==> src/rtl/sdram_tester.sv <==
// SDRAM self-test engine. It writes a pattern over a window of SDRAM words,
// reads the window back and compares it, and repeats that for a number of
// passes, inverting the pattern on odd passes. It reports the mismatch count,
// the first failing word and a pass/fail LED.
module sdram_tester #(
    parameter int ADDR_W        = 23,
    parameter int DATA_W        = 8,
    parameter int BASE_ADDR     = 'h1F800,
    parameter int LENGTH        = 1024,
    parameter int ACCESS_CYCLES = 8,
    parameter int PASSES        = 1
) (
    input  logic              i_f14m,
    input  logic              i_reset,
    input  logic              i_start,
    input  logic [1:0]        i_mode,
    output logic [ADDR_W-1:0] o_sdram_addr,
    output logic [DATA_W-1:0] o_sdram_din,
    output logic              o_sdram_we,
    output logic              o_sdram_oe,
    input  logic [DATA_W-1:0] i_sdram_dout,
    output logic              o_busy,
    output logic              o_done,
    output logic              o_pass_ok,
    output logic [15:0]       o_err_count,
    output logic [ADDR_W-1:0] o_first_err_addr,
    output logic [DATA_W-1:0] o_first_err_exp,
    output logic [DATA_W-1:0] o_first_err_got,
    output logic              o_led
);

    localparam int IDX_W = $clog2(LENGTH + 1);
    localparam int CYC_W = $clog2(ACCESS_CYCLES);
    localparam logic [15:0]       SEED      = 16'hACE1;
    localparam logic [ADDR_W-1:0] BASE      = ADDR_W'(BASE_ADDR);
    localparam logic [IDX_W-1:0]  LAST_IDX  = IDX_W'(LENGTH - 1);
    localparam logic [CYC_W-1:0]  LAST_CYC  = CYC_W'(ACCESS_CYCLES - 1);
    localparam logic [31:0]       PASSES_U  = 32'(PASSES);

    typedef enum logic [2:0] {IDLE, WR, WR_GAP, RD, RD_CHK, DONE} stateT;

    stateT             r_state;
    logic              r_startPrev;
    logic [1:0]        r_mode;
    logic [IDX_W-1:0]  r_idx;
    logic [CYC_W-1:0]  r_cyc;
    logic [31:0]       r_pass;
    logic [15:0]       r_lfsr;
    logic [DATA_W-1:0] r_rdData;
    logic [ADDR_W-1:0] r_addr;
    logic [DATA_W-1:0] r_din;
    logic              r_we;
    logic              r_oe;
    logic              r_busy;
    logic              r_done;
    logic              r_passOk;
    logic [15:0]       r_errCount;
    logic [ADDR_W-1:0] r_firstErrAddr;
    logic [DATA_W-1:0] r_firstErrExp;
    logic [DATA_W-1:0] r_firstErrGot;

    logic              w_startEdge;
    logic [15:0]       w_lfsrStep;
    logic [31:0]       w_passNext;
    logic              w_morePasses;
    logic [DATA_W-1:0] w_patFirst;
    logic [DATA_W-1:0] w_patNextWr;
    logic [DATA_W-1:0] w_patNewPass;
    logic [DATA_W-1:0] w_patCheck;

    // Test pattern for one word: mode selects the generator, inv flips it on odd passes.
    function automatic logic [DATA_W-1:0] patternOf(input logic [1:0]        m,
                                                    input logic [IDX_W-1:0]  idx,
                                                    input logic              inv,
                                                    input logic [DATA_W-1:0] lfsrLow);
        logic [DATA_W-1:0] p;
        logic [31:0]       idx32;
        idx32 = 32'(idx);
        p     = '0;
        case (m)
            2'd0: for (int b = 0; b < DATA_W; b++) p[b] = idx32[0] ^ ((b % 2) == 0);
            2'd1: p = idx32[DATA_W-1:0];
            2'd2: p = lfsrLow;
            default: p = DATA_W'(1) << (idx32 % 32'(DATA_W));
        endcase
        if (inv) p = ~p;
        return p;
    endfunction

    assign w_startEdge  = i_start & ~r_startPrev;
    assign w_lfsrStep   = {r_lfsr[0] ^ r_lfsr[2] ^ r_lfsr[3] ^ r_lfsr[5], r_lfsr[15:1]};
    assign w_passNext   = r_pass + 32'd1;
    assign w_morePasses = (PASSES == 0) || (w_passNext < PASSES_U);

    // Patterns needed at each point where a new access is launched or checked.
    assign w_patFirst   = patternOf(i_mode, '0, 1'b0, SEED[DATA_W-1:0]);
    assign w_patNextWr  = patternOf(r_mode, r_idx + 1'b1, r_pass[0], w_lfsrStep[DATA_W-1:0]);
    assign w_patNewPass = patternOf(r_mode, '0, w_passNext[0], SEED[DATA_W-1:0]);
    assign w_patCheck   = patternOf(r_mode, r_idx, r_pass[0], r_lfsr[DATA_W-1:0]);

    // Test sequencer: walks write sweeps then read/compare sweeps, all outputs registered.
    always_ff @(posedge i_f14m or posedge i_reset) begin
        if (i_reset) begin
            r_state        <= IDLE;
            r_startPrev    <= 1'b0;
            r_mode         <= 2'd0;
            r_idx          <= '0;
            r_cyc          <= '0;
            r_pass         <= '0;
            r_lfsr         <= SEED;
            r_rdData       <= '0;
            r_addr         <= '0;
            r_din          <= '0;
            r_we           <= 1'b0;
            r_oe           <= 1'b0;
            r_busy         <= 1'b0;
            r_done         <= 1'b0;
            r_passOk       <= 1'b0;
            r_errCount     <= '0;
            r_firstErrAddr <= '0;
            r_firstErrExp  <= '0;
            r_firstErrGot  <= '0;
        end else begin
            r_startPrev <= i_start;
            if ((r_state == IDLE || r_state == DONE) && w_startEdge) begin
                r_mode         <= i_mode;
                r_errCount     <= '0;
                r_firstErrAddr <= '0;
                r_firstErrExp  <= '0;
                r_firstErrGot  <= '0;
                r_done         <= 1'b0;
                r_passOk       <= 1'b0;
                r_pass         <= '0;
                r_idx          <= '0;
                r_cyc          <= '0;
                r_lfsr         <= SEED;
                r_busy         <= 1'b1;
                r_addr         <= BASE;
                r_din          <= w_patFirst;
                r_we           <= 1'b1;
                r_state        <= WR;
            end else begin
                case (r_state)
                    WR: begin
                        if (r_cyc == LAST_CYC) begin
                            r_we    <= 1'b0;
                            r_state <= WR_GAP;
                        end else begin
                            r_cyc <= r_cyc + 1'b1;
                        end
                    end
                    WR_GAP: begin
                        r_cyc <= '0;
                        if (r_idx == LAST_IDX) begin
                            r_idx   <= '0;
                            r_lfsr  <= SEED;
                            r_addr  <= BASE;
                            r_oe    <= 1'b1;
                            r_state <= RD;
                        end else begin
                            r_idx   <= r_idx + 1'b1;
                            r_lfsr  <= w_lfsrStep;
                            r_addr  <= r_addr + 1'b1;
                            r_din   <= w_patNextWr;
                            r_we    <= 1'b1;
                            r_state <= WR;
                        end
                    end
                    RD: begin
                        if (r_cyc == LAST_CYC) begin
                            r_oe     <= 1'b0;
                            r_rdData <= i_sdram_dout;
                            r_state  <= RD_CHK;
                        end else begin
                            r_cyc <= r_cyc + 1'b1;
                        end
                    end
                    RD_CHK: begin
                        r_cyc <= '0;
                        if (r_rdData != w_patCheck) begin
                            if (r_errCount != 16'hFFFF) r_errCount <= r_errCount + 16'd1;
                            if (r_errCount == 16'd0) begin
                                r_firstErrAddr <= r_addr;
                                r_firstErrExp  <= w_patCheck;
                                r_firstErrGot  <= r_rdData;
                            end
                        end
                        if (r_idx == LAST_IDX) begin
                            r_pass <= w_passNext;
                            if (w_morePasses) begin
                                r_idx   <= '0;
                                r_lfsr  <= SEED;
                                r_addr  <= BASE;
                                r_din   <= w_patNewPass;
                                r_we    <= 1'b1;
                                r_state <= WR;
                            end else begin
                                r_state <= DONE;
                            end
                        end else begin
                            r_idx   <= r_idx + 1'b1;
                            r_lfsr  <= w_lfsrStep;
                            r_addr  <= r_addr + 1'b1;
                            r_oe    <= 1'b1;
                            r_state <= RD;
                        end
                    end
                    DONE: begin
                        r_busy   <= 1'b0;
                        r_done   <= 1'b1;
                        r_passOk <= (r_errCount == 16'd0);
                    end
                    default: r_state <= IDLE;
                endcase
            end
        end
    end

    assign o_sdram_addr     = r_addr;
    assign o_sdram_din      = r_din;
    assign o_sdram_we       = r_we;
    assign o_sdram_oe       = r_oe;
    assign o_busy           = r_busy;
    assign o_done           = r_done;
    assign o_pass_ok        = r_passOk;
    assign o_err_count      = r_errCount;
    assign o_first_err_addr = r_firstErrAddr;
    assign o_first_err_exp  = r_firstErrExp;
    assign o_first_err_got  = r_firstErrGot;
    assign o_led            = ~(r_done & r_passOk);

endmodule

==> config.mk <==
export PLATFORM = sky130hd
export DESIGN_NAME = sdram_tester
export DESIGN_NICKNAME = d
export VERILOG_FILES = /design/src/rtl/sdram_tester.sv
export SDC_FILE = /design/constraint.sdc
export NUM_CORES = 1
export LEC_CHECK = 0
export CAP_MARGIN = 20
export CORE_MARGIN = 2
export CORE_UTILIZATION = 55
export DETAILED_ROUTE_END_ITERATION = 16
export PLACE_DENSITY = 0.78
export SLEW_MARGIN = 20
export SYNTH_ARGS = -nofsm -noshare
export SYNTH_HDL_FRONTEND = slang
export SYNTH_SLANG_ARGS = --single-unit
==> constraint.sdc <==
create_clock -name i_f14m -period 18.9 [get_ports i_f14m]
set_clock_uncertainty 0.1 [all_clocks]
set_input_delay 4.725 -clock i_f14m [delete_from_list [all_inputs] [get_ports i_f14m]]
set_output_delay 4.725 -clock i_f14m [all_outputs]
set_load 0.01 [all_outputs]
==> flow_metrics.tcl <==
set metrics [dict create \
    status "completed" \
    num_vias 8274 \
    ys_types 72 \
    slew_headroom_pct 30.9 \
    place_hpwl_mm 15.5 \
    final_nets 1160 \
    cts_setup_buffers 0 \
    cts_hold_buffers 0 \
    htreeDepth 4 \
    ys_dominant_reg_cell "dfrtp_1" \
    hold_ws_ns 0.363 \
    clkTransAtPathRegs_ns 0.07 \
    die_w_um 136 \
    cts.repair.resized 0 \
    cts_buffer_depth 2 \
    cp-start-kind "input pin" \
    grt_overflow 0 \
    finalCriticalPeriod_ns 7.08 \
    drcViolationCount 0 \
    netlist_area_um2 9580 \
    drtAntennaViolNets 0 \
    port_buffers 104 \
    viasPerCell 6.04 \
    cts_buffers 17 \
    place_area_um2 10700 \
    die_h_um 136 \
    synth_edf_count 0 \
    grt_max_degree 95 \
    drv_cap 0 \
    firstDrtPassIters 5 \
    crit_end "o_err_count[3]" \
    antenna_found_initial 0 \
    crit_type "input pin to register" \
    rows 48 \
    clock_sinks 167 \
    ff2ff_setup_slack_ns 14.73 \
    ir_worst_vdd_v 0.0000665 \
    design.die.area_um2 18500 \
    critPathMaxFanout 39 \
    netlist_instances 1070 \
    grt_pass1_vias 7730 \
    grt_setup_unrepaired "no" \
    yosys_warnings 0 \
    synth-seq-cells 167 \
    coreArea_um2 17200 \
    synth_area_per_cell_um2 8.96 \
    hold_viol_final 0 \
    rr_startpoint "r_pass[0]" \
    synthArstFlopShare_pct 100 \
    drv_slew 0 \
    drive_above_1_share_pct 7.94 \
    max_freq_mhz 141 \
    final_util_pct 65.8 \
    seq_area_frac_synth_pct 43.7 \
    clk_latency_ns 0.43 \
    ff2ff_path_depth 11 \
    p_per_area_nw_per_um2 71.4 \
    endpoint_kind "register" \
    gr-usage-all-layers_pct 26.2 \
    grt_pass1_wl_mm 38.9 \
    area_delta_synth_final_pct 17.9 \
    dp.cells 1339 \
    clk_root_buffer_cell "clkbuf_16" \
    setup_violations 0 \
    worst_pin_slew_ns 1.04 \
    drt_iter0_drc 785 \
    crit_arrival_ns 7.34 \
    syn_nets 1097 \
    yosysTopAreaCell "dfrtp_1" \
    worstPathRequired_ns 19.16 \
    yosysTopAreaCellShare_pct 41.5 \
    drt-total-wl_mm 23.3 \
    gp_congestion 0.921 \
    netlist_top_cells_area "dfrtp_1, nand2_1, o21ai_0, a21oi_1, nor2_1" \
    startpoint "i_start" \
    wl_per_cell_um 17.0 \
    start_util_pct 55.8 \
    cts_tree "yes" \
    fin_crit_sh_pct 37.5 \
    p_leak_nw 4.65 \
    worst_r2r_endpoint "r_lfsr[2]" \
    diodes 0 \
    fin_cells 1371 \
    hp-class "register to register" \
    io_pins 105 \
    tns_ns 0 \
    fin_area_um2 11300 \
]
==> synthesized netlist by cell type, types with 13 or more instances <==
library cell / n
dfrtp_1: 159
nand2_1: 148
o21ai_0: 93
nor2_1: 70
a21oi_1: 54
clkbuf_1: 46
nand3_1: 45
nor3_1: 38
inv_1: 32
nand4_1: 28
xor2_1: 28
o31ai_1: 25
xnor2_1: 23
nor4_1: 20
mux2_2: 17
and3_1: 14
ha_1: 14
o2bb2ai_1: 14
a22o_1: 13
==> report_power, final <==
part           internal [mW]  switching [mW]
Sequential             0.370          0.0157
Clock                  0.189           0.155
Combinational         0.0401          0.0369
==> routing by layer <==
metal / up-vias / part of all wire [%] / GRT usage, %
met5: - / 0 / 0
met4: 0 / 2.2 / 9.61
met3: 44 / 4.5 / 4.10
met2: 241 / 47 / 40.8
met1: 3984 / 46 / 37.2
li1: 4005 / - / -
==> cell families (layout without fill, tap and decap cells) <==
kind of cell,after synthesis,count (layout),share of synthesized area [%]
flops,167,167,43.7
simple gates,435,435,22.7
compound gates,264,264,17.4
mux,31,31,4.11
fa+ha+maj,14,14,1.83
xor+xnor,57,57,6.07
buf+inv,102,178,4.23
==> critical path, stage by stage <==
cell             delay (ns)
clkdlybuf4s50_1        0.53
nand2b_1               0.14
or3_1                  0.39
buf_4                  0.30
nand4_1                0.18
a2bb2oi_1              0.36
nand2_1                0.19
or3_1                  0.38
a21oi_1                0.14
==> cells in the final DEF, fill, tap and decap left out, types with 12 or more instances in the layout <==
cell type / instances
dfrtp_1: 158
a31oi_1: 12
a22o_1: 13
clkbuf_16: 17
o21ai_0: 93
and3_1: 14
nand2_1: 147
clkdlybuf4s50_1: 104
mux2_2: 17
inv_1: 31
xor2_1: 28
nor2_1: 68
nand3_1: 45
xnor2_1: 23
a21oi_1: 54
o31ai_1: 25
nor4_1: 20
nand4_1: 28
o2bb2ai_1: 14
nor3_1: 37
ha_1: 14
==> worst min-delay path by stage <==
stage | slack, ns | start | cells past startpoint | endpoint
2_1_floorplan | 0.34 | r_lfsr[13] | 2 | r_lfsr[13]
3_3_place_gp | 0.35 | r_lfsr[13] | 2 | r_lfsr[13]
3_5_place_dp | 0.36 | r_lfsr[13] | 2 | r_lfsr[13]
4_1_cts | 0.37 | r_lfsr[13] | 2 | r_lfsr[13]
5_1_grt | 0.39 | r_lfsr[13] | 2 | r_lfsr[13]
6_report | 0.36 | r_lfsr[13] | 2 | r_lfsr[13]
==> stage by stage <==
stage	setup slack (ns)	power, mW
after global placement	11.49	0.468
after floorplan	9.57	0.432
final	11.82	0.807
after detailed placement	11.41	0.470
after global routing	11.66	0.837
after CTS	11.85	0.812
==> registers in the layout (all words and copies together), names as in the netlist, 2 cells and up <==
signal            count
r_pass               32
o_first_err_addr     23
o_sdram_addr         23
o_err_count          16
r_lfsr               16
r_idx                11
o_first_err_exp       8
o_first_err_got       8
o_sdram_din           8
r_rdData              8
r_cyc                 3
r_state               3
r_mode                2
==> layout make-up <==
| class | instances | area (um^2) |
|---|---|---|
| fill | 1457 | 5880 |
| clock inverter | 14 | 139 |
| timing repair buffer | 114 | 1120 |
| tap | 225 | 282 |
| multi-input combinational | 801 | 5000 |
| sequential | 167 | 4190 |
| clock buffer | 18 | 439 |
| inverter | 32 | 125 |
Note: power is estimated with default switching activity, not from simulation.
